**src/rtl/traffic_phase_controller.sv**
```systemverilog
// traffic_phase_controller
//   Sequences one PIFO test run. It alternates generate (GEN) windows and
//   dequeue (DEQ) windows for a configured number of phases. It then drains
//   the PIFO until it is empty and reports done. It also counts enqueues and
//   dequeues for the scoreboard.
//
//   Optional feature macro: TRAFFIC_PHASE_CONTROLLER_DRAIN_TIMEOUT_EN
//     When defined, DRAIN aborts to DONE after DRAIN_TIMEOUT cycles and sets
//     the sticky o__timeout flag. When not defined, DRAIN waits indefinitely
//     and o__timeout is held at 0.
//
// Ports
//   clk, reset_n        clock and asynchronous active-low reset
//   i__start            start pulse, accepted only in IDLE or DONE
//   i__num_phases       number of GEN+DEQ phase pairs (latched on start)
//   i__gen_cycles       cycles per GEN window (latched on start)
//   i__deq_cycles       cycles per DEQ window (latched on start)
//   i__pifo_empty       PIFO holds no entries
//   i__pkt_enq_valid    generator enqueued a packet this cycle
//   o__generate_phase   high while in GEN
//   o__phase_count      current phase index; holds num_phases in DRAIN/DONE
//   o__pifo_deq_req     dequeue request (DEQ/DRAIN and PIFO not empty)
//   o__busy             not IDLE and not DONE
//   o__done             high in DONE
//   o__timeout          drain aborted (optional feature)
//   o__num_enq          saturating enqueue count for this run
//   o__num_deq          saturating dequeue count for this run
module traffic_phase_controller #(
  parameter int unsigned COUNT_W       = 32,
  parameter int unsigned DRAIN_TIMEOUT = 1024
) (
  input  logic               clk,
  input  logic               reset_n,
  input  logic               i__start,
  input  logic [COUNT_W-1:0] i__num_phases,
  input  logic [COUNT_W-1:0] i__gen_cycles,
  input  logic [COUNT_W-1:0] i__deq_cycles,
  input  logic               i__pifo_empty,
  input  logic               i__pkt_enq_valid,
  output logic               o__generate_phase,
  output logic [COUNT_W-1:0] o__phase_count,
  output logic               o__pifo_deq_req,
  output logic               o__busy,
  output logic               o__done,
  output logic               o__timeout,
  output logic [COUNT_W-1:0] o__num_enq,
  output logic [COUNT_W-1:0] o__num_deq
);

  typedef enum logic [2:0] {
    S_IDLE  = 3'd0,
    S_GEN   = 3'd1,
    S_DEQ   = 3'd2,
    S_DRAIN = 3'd3,
    S_DONE  = 3'd4
  } state_e;

  state_e               state_q, state_d;
  logic [COUNT_W-1:0]   phase_q, phase_d;
  logic [COUNT_W-1:0]   cyc_q, cyc_d;
  logic [COUNT_W-1:0]   num_phases_q, num_phases_d;
  logic [COUNT_W-1:0]   gen_cycles_q, gen_cycles_d;
  logic [COUNT_W-1:0]   deq_cycles_q, deq_cycles_d;
  logic [COUNT_W-1:0]   num_enq_q, num_enq_d;
  logic [COUNT_W-1:0]   num_deq_q, num_deq_d;
  logic                 generate_phase_q, generate_phase_d;
  logic                 busy_q, busy_d;
  logic                 done_q, done_d;
  logic                 deq_req_c;
  logic [COUNT_W-1:0]   phase_inc_c;
`ifdef TRAFFIC_PHASE_CONTROLLER_DRAIN_TIMEOUT_EN
  logic                 timeout_q, timeout_d;
`else
  logic                 unused_drain_timeout;
  assign unused_drain_timeout = ^DRAIN_TIMEOUT;
`endif

  // The dequeue request follows the live empty flag, so an empty PIFO is never asked.
  assign deq_req_c   = ((state_q == S_DEQ) || (state_q == S_DRAIN)) && !i__pifo_empty;
  assign phase_inc_c = phase_q + COUNT_W'(1);

  // Next-state, counter and config-latch logic.
  always_comb begin
    state_d      = state_q;
    phase_d      = phase_q;
    cyc_d        = cyc_q;
    num_phases_d = num_phases_q;
    gen_cycles_d = gen_cycles_q;
    deq_cycles_d = deq_cycles_q;
    num_enq_d    = num_enq_q;
    num_deq_d    = num_deq_q;
`ifdef TRAFFIC_PHASE_CONTROLLER_DRAIN_TIMEOUT_EN
    timeout_d    = timeout_q;
`endif

    if (i__pkt_enq_valid && !(&num_enq_q)) num_enq_d = num_enq_q + COUNT_W'(1);
    if (deq_req_c && !(&num_deq_q))        num_deq_d = num_deq_q + COUNT_W'(1);
    if ((state_q == S_GEN) || (state_q == S_DEQ) || (state_q == S_DRAIN))
      cyc_d = cyc_q + COUNT_W'(1);

    case (state_q)
      S_IDLE, S_DONE: begin
        if (i__start) begin
          // The clear overrides any enqueue counted in the same cycle.
          num_phases_d = i__num_phases;
          gen_cycles_d = i__gen_cycles;
          deq_cycles_d = i__deq_cycles;
          num_enq_d    = '0;
          num_deq_d    = '0;
          phase_d      = '0;
          cyc_d        = '0;
`ifdef TRAFFIC_PHASE_CONTROLLER_DRAIN_TIMEOUT_EN
          timeout_d    = 1'b0;
`endif
          if (i__num_phases == '0)      state_d = S_DRAIN;
          else if (i__gen_cycles == '0) state_d = S_DEQ;
          else                          state_d = S_GEN;
        end
      end
      S_GEN: begin
        if (cyc_q == gen_cycles_q - COUNT_W'(1)) begin
          cyc_d = '0;
          if (deq_cycles_q != '0) begin
            state_d = S_DEQ;
          end else begin
            phase_d = phase_inc_c;
            state_d = (phase_inc_c == num_phases_q) ? S_DRAIN : S_GEN;
          end
        end
      end
      S_DEQ: begin
        // A zero-length DEQ window, reachable only when gen_cycles is also 0, lasts one cycle.
        if (cyc_q + COUNT_W'(1) >= deq_cycles_q) begin
          cyc_d   = '0;
          phase_d = phase_inc_c;
          if (phase_inc_c == num_phases_q) state_d = S_DRAIN;
          else if (gen_cycles_q == '0)     state_d = S_DEQ;
          else                             state_d = S_GEN;
        end
      end
      S_DRAIN: begin
        if (i__pifo_empty) begin
          cyc_d   = '0;
          state_d = S_DONE;
        end
`ifdef TRAFFIC_PHASE_CONTROLLER_DRAIN_TIMEOUT_EN
        else if (cyc_q == COUNT_W'(DRAIN_TIMEOUT - 1)) begin
          cyc_d     = '0;
          timeout_d = 1'b1;
          state_d   = S_DONE;
        end
`endif
      end
      default: state_d = S_IDLE;
    endcase

    // Status flags are registered decodes of the next state, so they line up with state_q.
    generate_phase_d = (state_d == S_GEN);
    busy_d           = (state_d != S_IDLE) && (state_d != S_DONE);
    done_d           = (state_d == S_DONE);
  end

  // State and counter registers.
  always_ff @(posedge clk or negedge reset_n) begin
    if (!reset_n) begin
      state_q          <= S_IDLE;
      phase_q          <= '0;
      cyc_q            <= '0;
      num_phases_q     <= '0;
      gen_cycles_q     <= '0;
      deq_cycles_q     <= '0;
      num_enq_q        <= '0;
      num_deq_q        <= '0;
      generate_phase_q <= 1'b0;
      busy_q           <= 1'b0;
      done_q           <= 1'b0;
`ifdef TRAFFIC_PHASE_CONTROLLER_DRAIN_TIMEOUT_EN
      timeout_q        <= 1'b0;
`endif
    end else begin
      state_q          <= state_d;
      phase_q          <= phase_d;
      cyc_q            <= cyc_d;
      num_phases_q     <= num_phases_d;
      gen_cycles_q     <= gen_cycles_d;
      deq_cycles_q     <= deq_cycles_d;
      num_enq_q        <= num_enq_d;
      num_deq_q        <= num_deq_d;
      generate_phase_q <= generate_phase_d;
      busy_q           <= busy_d;
      done_q           <= done_d;
`ifdef TRAFFIC_PHASE_CONTROLLER_DRAIN_TIMEOUT_EN
      timeout_q        <= timeout_d;
`endif
    end
  end

  assign o__generate_phase = generate_phase_q;
  assign o__phase_count    = phase_q;
  assign o__pifo_deq_req   = deq_req_c;
  assign o__busy           = busy_q;
  assign o__done           = done_q;
  assign o__num_enq        = num_enq_q;
  assign o__num_deq        = num_deq_q;
`ifdef TRAFFIC_PHASE_CONTROLLER_DRAIN_TIMEOUT_EN
  assign o__timeout        = timeout_q;
`else
  assign o__timeout        = 1'b0;
`endif

endmodule

```
**config.mk**
```make
export PLATFORM = sky130hd
export DESIGN_NAME = traffic_phase_controller
export DESIGN_NICKNAME = d
export VERILOG_FILES = /design/src/rtl/traffic_phase_controller.sv
export SDC_FILE = /design/constraint.sdc
export NUM_CORES = 1
export LEC_CHECK = 0
export CAP_MARGIN = 20
export CELL_PAD_IN_SITES_DETAIL_PLACEMENT = 0
export CELL_PAD_IN_SITES_GLOBAL_PLACEMENT = 1
export CORE_ASPECT_RATIO = 0.5
export CORE_MARGIN = 3
export CORE_UTILIZATION = 35
export CTS_CLUSTER_DIAMETER = 200
export DETAILED_ROUTE_END_ITERATION = 16
export GPL_TIMING_DRIVEN = 0
export PLACE_DENSITY_LB_ADDON = 0.1
export SETUP_SLACK_MARGIN = 0.5
export SLEW_MARGIN = 30
export SYNTH_ARGS = -nofsm -noshare
export SYNTH_HDL_FRONTEND = slang
export SYNTH_SLANG_ARGS = --single-unit
```
**constraint.sdc**
```tcl
create_clock -name clk -period 10.85 [get_ports clk]
set_clock_uncertainty 0.1 [all_clocks]
set_input_delay 2.17 -clock clk [delete_from_list [all_inputs] [get_ports clk]]
set_output_delay 2.17 -clock clk [all_outputs]
set_load 0.005 [all_outputs]
```
## Yosys cells after proc, flatten, opt, wreduce, memory -nomap -nowiden

Index checks and enable logic that the tools add are counted.
Widths: inputs -> output; s select.

| word-level totals | value |
|---|---|
| register bits after elaboration | 230 |
| input bits | 101 |
| output and inout bits | 101 |
| logic and storage cells | 80 |

| operators by class | value |
|---|---|
| add/subtract/negate cells | 5 |
| magnitude comparators | 1 |
| equal/unequal tests | 13 |
| mux-type cells | 28 |
| reduce and logical (&&, ||, !) cells | 22 |

Operator list:

| operator | number |
|---|---|
| $mux 32 | 15 |
| $add 32x1->32 const B | 4 |
| $pmux 32 s4 | 1 |
| $logic_not 32->1 | 3 |
| $pmux 32 s3 | 1 |
| $eq 32x32->1 | 2 |
| $reduce_and 32->1 | 2 |
| $ge 32x32->1 | 1 |
| $reduce_bool 32->1 | 1 |
| $sub 32x1->32 const B | 1 |
| $mux 2 | 6 |
| $mux 3 | 4 |
| $pmux 3 s4 | 1 |
| $eq 3x1->1 const B | 2 |
| $eq 3x2->1 const B | 2 |
| $eq 3x3->1 const B | 2 |
| $reduce_bool 3->1 | 2 |
| $reduce_and 5->1 | 1 |
| $logic_and 1x1->1 | 4 |
| $ne 2x1->1 const B | 2 |
| $ne 2x2->1 const B | 2 |
| $logic_not 1->1 | 3 |
| $logic_not 3->1 | 1 |
| $logic_or 1x1->1 | 3 |
| other kinds (3) | 3 |

## Logic depth before layout (Yosys ltp)

| depth | value |
|---|---|
| depth in word-level cells | 8 |
| depth in mapped cells | 22 |
| gate-level depth less buffers | 19 |

## Worst setup path before layout

No wires, ideal clock.

| timing path | value |
|---|---|
| kind | reg-to-reg |
| start | register cyc_q[0] |
| end | register phase_q[28], in the netlist o__phase_count[28] |
| setup time | 0.110 ns |
| arrival | 4.782 ns |
| required time | 10.640 ns |
| path slack | 5.857 ns |
| stages on the path, launching flop included | 23 |
| buffers on the path | 3 |
| period minus slack after synthesis | 4.993 ns |
| path through | dfrtp_1 > ha_1 > nand3_1 > nor4_1 > nand4_1 > nor2_1 > and4_1 > nand3_1 > nor2_1 > xor2_1 > ha_1 > nand4_1 > nor2_1 > o2111ai_1 > a21oi_1 > a211oi_1 > or3_1 > o21a_1 > clkbuf_1 > or3_1 > clkbuf_1 > buf_6 > o41ai_1 |

| between the ends | value |
|---|---|
| word-level cells in the longest chain between the ends | 4 |
| elaborated cells between the ends (all ways) | 6 |
| those cells by class | add/sub (1); order compare (1); eq/ne (3); reduce/logical (1) |

RTL lines:

| what | line | source |
|---|---|---|
| from (decl) | 60 | `logic [COUNT_W-1:0] cyc_q, cyc_d;` |
| from (signal assigned) | 183 | `cyc_q <= cyc_d;` |
| $add 32x1->32 | 133 | `if (cyc_q + COUNT_W'(1) >= deq_cycles_q) begin` |
| $ge 32x32->1 | 133 |  |
| $ne 2x1->1 (no line) | n/a |  |
| $reduce_and 5->1 (no line) (*) | n/a |  |
| to (signal assigned) | 182 | `phase_q <= phase_d;` |
| to (decl) | 59 | `logic [COUNT_W-1:0] phase_q, phase_d;` |

Mark *: on every way between the ends. The rest lies on a longest branch, timed or not.
A chain may end at the register's enable or synchronous reset.

## Worst setup path after layout

| timing path | value |
|---|---|
| start | register cyc_q[0] |
| end | register phase_q[3], in the netlist o__phase_count[3] |

Same word-level chain as after synthesis.

==> impl_metrics.env <==
export IMPL_slew_headroom_pct=38.4
export IMPL_post_synth_num_cell_types=68
export IMPL_wl_per_cell_um=18.4
export IMPL_synth_area_um2=14400
export IMPL_hold_viol=0
export IMPL_leakage_uw=0.00744
export IMPL_hold_buffers=0
export IMPL_layout_setup_ws_ns=4.49
export IMPL_postCtsSetupBuffers=0
export IMPL_insertion_delay_ns=0.55
export IMPL_final_cell_mix="nand2_1 (314), dfrtp_1 (230), clkdlybuf4s50_1 (199)"
export IMPL_final_antenna_net_count=0
export IMPL_avgSynthCellArea_um2=8.43
export IMPL_ctsHtreeMaxLevel=1
export IMPL_num_nets_final=2077
export IMPL_ys_ff_latch=230
export IMPL_cellPowerDensity_nw_per_um2=225
export IMPL_drive_gt1_share_pct=4.19
export IMPL_startpoint_type="register"
export IMPL_hpwl_um=34900
export IMPL_firstDrtPassIters=5
export IMPL_synth_top_family_by_area="simple AND/OR/NAND/NOR gates"
export IMPL_port_buffers=200
export IMPL_multi_input_area_um2=8030
export IMPL_clock_path_buffers=3
export IMPL_grt_busiest_layer="met2"
export IMPL_async_reset_ff_share_pct=100
export IMPL_antenna_found_initial=6
export IMPL_ys_warn_count=0
export IMPL_finalNonFillerCells=2488
export IMPL_reg2reg_setup_slack_ns=4.49
export IMPL_clk_pin_slew_worst_paths_ns=0.06
export IMPL_grt_pass1_vias=12677
export IMPL_cts_tree="built"
export IMPL_post_place_ws_ns=4.40
export IMPL_grt_overflow=0
export IMPL_synth_fp_nets=1846
export IMPL_vias_per_cell=5.26
export IMPL_muxShareOfSynthArea_pct=0.782
export IMPL_root_buffer="clkbuf_16"
export IMPL_diodes=0
export IMPL_required_ns=11.17
export IMPL_cts_buffers=26
export IMPL_use_met3_pct=3.87
export IMPL_dp_cells=2441
export IMPL_synthAdderAreaFrac_pct=3.22
export IMPL_synth_compound_area_share_pct=11.5
export IMPL_syn_inst=1708
export IMPL_place_congestion=0.889
export IMPL_tightest_slew_ns=0.924
export IMPL_finalSetupViolCount=0
export IMPL_chipWidth_um=293
export IMPL_hold_path_class="register to register"
export IMPL_slew_viol_final=0
export IMPL_grt_pass1_wl_um=72000
export IMPL_yosys_most_used_dff="dfrtp_1"
export IMPL_status="complete, no violations"
export IMPL_synthXorXnorAreaFrac_pct=11.7
export IMPL_routed_wl_um=45700
export IMPL_clock_sinks=230
export IMPL_start_util_pct=36.2
export IMPL_row_count=51
export IMPL_cts_resized=0
export IMPL_synth_simple_gate_area_share_pct=28.3
export IMPL_area_delta_synth_final_pct=25.2
export IMPL_crit_path_max_fanout=10
export IMPL_drt_iter0_drc=733
export IMPL_regArea_um2=5760
export IMPL_critPathKind="register to register"
export IMPL_grtUsageTotal_pct=20.7
export IMPL_coreArea_um2=39800
export IMPL_grtUsageMet2_pct=34.7
export IMPL_synth_edff_count=0
export IMPL_maxCapViolCount=0
export IMPL_grt_max_degree=76
export IMPL_ir_worst_vdd_mv=0.138
export IMPL_mostFrequentLayoutCell="nand2_1"
export IMPL_via_count=13088
export IMPL_grt_util_met1_pct=28.1
export IMPL_die_y_um=149
export IMPL_ys_seq_area_share_pct=40.0
export IMPL_setup_tns_final_ns=0
export IMPL_fin_crit_sh_pct=58.6
export IMPL_num_io_pins=202
export IMPL_grt_setup_unrepaired="no"
export IMPL_clock_fmax_ghz=0.157
export IMPL_period_minus_slack_ns=6.36
export IMPL_cp_data_arrival_time_ns=6.68
export IMPL_crit_path_end_kind="register"
export IMPL_n_fill_cell=4051
export IMPL_fp_dieArea_um2=43800
export IMPL_route_detailed_drc=0
[per-stage QoR]
| stage | instance area (µm²) | hold slack (ns) | util [%] | total power [µW] |
|---|---|---|---|---|
| floorplan | 14400 | 0.365 | - | 2510 |
| global placement | 17100 | 0.381 | 42.9 | 3160 |
| detailed placement | 17200 | 0.383 | 43.2 | 3180 |
| CTS | 18000 | 0.399 | 45.3 | 4100 |
| global route | 18000 | 0.418 | 45.3 | 4370 |
| finish | 18000 | 0.392 | 45.3 | 4060 |
[per-layer routing]
layer / up-vias / share of wire, %
li1: 6463 / -
met1: 6258 / 47
met2: 271 / 46
met3: 84 / 4.4
met4: 12 / 2.2
met5: - / 0.19
[worst max-delay path, stage by stage (launching register included)]
cell and delay, ns:
dfrtp_1 0.53, ha_1 0.26, nand3_1 0.22, nor4_2 0.69, nand4_1 0.27, nor2_1 0.30
and4_1 0.31, nand3_1 0.18, nor2_1 0.18, xor2_1 0.09, ha_1 0.30, nand4_1 0.09
nor2_1 0.24, o2111ai_1 0.20, a21oi_1 0.29, a211oi_2 0.17, or3_1 0.44, o21a_1 0.13
clkbuf_1 0.20, or3_1 0.38, clkbuf_1 0.14, buf_2 0.22, o31ai_1 0.30
[Yosys cell counts (4+ instances only)]
cell	number	area [µm²]
nor2_1	147	552
xor2_1	103	902
a31oi_1	9	56.3
nand2_1	314	1180
buf_1	9	33.8
nand2b_1	13	81.3
mux2i_1	9	90.1
o41ai_2	6	97.6
o2111ai_1	4	35.0
buf_2	5	25.0
inv_1	55	206
a21boi_0	4	30.0
o41ai_1	5	43.8
nor3b_1	6	45.0
xnor2_1	90	788
or4_4	4	45.0
a21oi_1	37	185
and2_1	14	87.6
o21a_1	4	30.0
or4_1	9	67.6
or2_2	4	25.0
o22ai_1	5	31.3
o21ai_0	72	360
ha_1	37	463
o31ai_1	52	390
nand4b_1	4	35.0
nor3_1	60	300
nor2b_1	8	50.1
and3_1	16	100
o211ai_1	6	45.0
or3_1	26	163
nor4b_1	6	52.6
dfrtp_1	230	5760
a211oi_1	11	82.6
and4_1	17	149
a2111oi_0	4	35.0
clkbuf_1	90	338
nand4_1	54	338
o21bai_1	4	30.0
nor4_1	51	319
nand3_1	60	300
[report_power, final]
part / total, µW / internal [µW] / switching, µW
sequential: 1390 / 1110 / 273
clock: 896 / 512 / 384
combinational: 1780 / 742 / 1040
[registers in the layout, indices dropped and copies added, names as in the netlist]
register           flops
num_phases_q          32
o__num_enq            32
cyc_q                 32
o__generate_phase      1
state_q                3
o__phase_count        32
o__num_deq            32
gen_cycles_q          32
o__done                1
deq_cycles_q          32
o__busy                1
[logic make-up (layout without fill, tap and decap cells)]
| logic type | Yosys count | count (layout) |
|---|---|---|
| xor gates and xnor gates | 193 | 193 |
| other | 1 | 1 |
| muxes | 11 | 11 |
| DFF | 230 | 230 |
| buffers and inverters | 163 | 413 |
| AOI/OAI and AO/OA | 245 | 245 |
| and+or+nand+nor | 828 | 828 |
| adders and majority gates | 37 | 37 |
[final cells by class]
| class | count | share of cell area (%) |
|---|---|---|
| multi-input combinational | 1315 | 44.6 |
| sequential | 230 | 31.9 |
| timing repair buffer | 203 | 11.6 |
| clock buffer | 38 | 4.26 |
| tap | 530 | 3.68 |
| buffer | 108 | 2.43 |
| inverter | 55 | 1.15 |
| clock inverter | 9 | 0.403 |
[final timing paths]
check | startpoint | to | depth (start not counted)
setup / recovery | cyc_q[0] | o__phase_count[3] | 22
hold / removal | num_phases_q[4] | num_phases_q[4] | 2
setup reg to reg | cyc_q[0] | o__phase_count[3] | 22
hold reg to reg | num_phases_q[4] | num_phases_q[4] | 2
max in group asynchronous | reset_n | o__num_enq[15] | 4
min in group asynchronous | reset_n | o__phase_count[8] | 1
Power figures use the tool's default switching activity.
==> edit: new RTL, config.mk and constraints unchanged <==
The option `TRAFFIC_PHASE_CONTROLLER_DRAIN_TIMEOUT_EN` is turned on by a define.
--- a/src/rtl/traffic_phase_controller.sv
+++ b/src/rtl/traffic_phase_controller.sv
@@ -26,4 +26,6 @@
 //   o__num_enq          saturating enqueue count for this run
 //   o__num_deq          saturating dequeue count for this run
+`define TRAFFIC_PHASE_CONTROLLER_DRAIN_TIMEOUT_EN
+
 module traffic_phase_controller #(
   parameter int unsigned COUNT_W       = 32,
Behaviour: no difference found for any inputs over 4 cycles, from zero or initial values and one cycle with reset_n low; that may be too few to reach the edited logic, so the function may still have changed.
==> edit against the unedited design <==
  * Utilization about the same
  * Die area decreased by 0.34%
  * Wire length increased by 0.24%
  * Final area decreased by 0.38%
  * Area after synthesis decreased by 0.36%
  * Worst setup slack improved by 4.8 ps
  * Sequential cell count increased by 1
  * Critical path type unchanged
  * Largest cell class unchanged
Power is not compared: it rests on default switching activity, and its combinational part moved more than twofold at a synthesized area within 25%.
==> edit: results (changes against the unedited design) <==
worst-skew pair later-pin latency=550 ps (about the same); crit path max-delay cell type=nor4_1; routability cong.=0.870 (-2.1%); drt first-iter violations=863 (+18%); global-route wire length before repair=72,900 microns (+1.3%); post-synthesis cell type count=71 (+4.4%); Post-DP HPWL=34,400 microns (-1.4%); vias in the first global route=12,900 (+2.1%); status=finished, final reports clean; pin slew with the least headroom to its limit=969 ps (+44.6 ps); WL final=45,800 microns (+0.24%); Crit Path Max Fanout=10 (unchanged); GRT Total Usage=0.209 (+0.00226); CTS buffer count=24 (-7.7%); WP data arrival=6710 ps (+30 ps); register area share after synthesis=0.403 (+0.00317); Final Net Count=2,100 (+1.1%); DR vias/cell=5.23 (-0.56%); share of layout cells above drive strength 1=0.0410 (-0.000929); dominant synthesized flop cell=dfrtp_1; pre-CTS setup slack=4600 ps (+199 ps); Post-Syn Instances=1,732 (+1.4%); syn nets=1,870 (+1.3%); Area after DPL=17,100 sq um (-0.35%); Routed WL per cell=18.2 microns (-0.60%); largest net degree at the start of global routing=68 (-11%); quantity of I/O buffers inserted on ports=201 (+0.50%); Max stage delay on crit path=860 ps (+170 ps); initial antenna violation count=2 (-4); dpl cells=2,466 (+1.0%); Synth top cells by count=nand2_1 (348), dfrtp_1 (231), nor2_1 (154); Synth area leaders=dfrtp_1 (40%), nand2_1 (9.1%), xnor2_1 (6.0%)
## edit: cell types whose count changed in the layout (fill, tap and decap cells not counted), sizes merged, moves of 8 or more
| cell | before | now |
|---|---|---|
| a221oi | 1 | 27 |
| a31oi | 9 | 33 |
| and3 | 16 | 32 |
| inv | 55 | 67 |
| nand2 | 314 | 348 |
| nand3 | 60 | 68 |
| nand4 | 55 | 45 |
| nor2 | 147 | 156 |
| o31ai | 52 | 1 |
| o41ai | 11 | 2 |
| or3 | 26 | 12 |
| xnor2 | 90 | 98 |
## edit: layout make-up
class / count / area (sq um)
inverters: 67 / 251
diodes: 1 / 2.50
clock inverters: 9 / 145
repair buffers: 204 / 2100
flip-flops and latches: 231 / 5780
multi-input cells: 1326 / 7880
clock buffers: 33 / 696
well taps: 530 / 663
fillers: 3987 / 21700
plain buffers: 108 / 438
## edit: cells by family after synthesis
kind of cell    share of synthesized area
buf+inv                            0.0479
flops                               0.403
fa+ha+maj                          0.0323
xor+xnor                            0.121
compound gates                      0.104
mux                               0.00349
simple gates                        0.289
## edit: worst max-delay path, delay by kind of cell (launching register included)
| family | cells | cell delay (ps) |
|---|---|---|
| xor+xnor | 1 | 90 |
| compound gates | 5 | 1030 |
| fa+ha+maj | 1 | 300 |
| flops | 1 | 320 |
| simple gates | 9 | 3490 |
| buf+inv | 2 | 920 |
## edit: power by group
group,internal [mW],switching [mW]
Combinational,0.0680,0.0477
Clock,0.542,0.384
Sequential,0.873,0.0187
## edit: per-stage QoR
| step | setup TNS [ps] | power (mW) |
|---|---|---|
| after floorplan | 0 | 0.927 |
| after global placement | -718980 | 1.02 |
| after detailed placement | 0 | 1.03 |
| after CTS | 0 | 1.96 |
| after global routing | 0 | 2.00 |
| final | 0 | 1.93 |
## edit: final timing paths
check,startpoint,to,slack [ps],cells past startpoint
max in group asynchronous,reset_n,o__num_deq[27],8180,3
min in group asynchronous,reset_n,num_phases_q[21],1440,1
hold reg to reg,num_phases_q[3],num_phases_q[3],400,2
hold / removal,num_phases_q[3],num_phases_q[3],400,2
setup / recovery,cyc_q[2],o__phase_count[12],4490,18
setup reg to reg,cyc_q[2],o__phase_count[12],4490,18
## edit: per-layer routing
metal,global-route usage,wire length [microns],share of wire
met5,0,0,0
met4,0.0410,936,0.020
met3,0.0348,2240,0.049
met2,0.342,20900,0.46
met1,0.294,21700,0.48
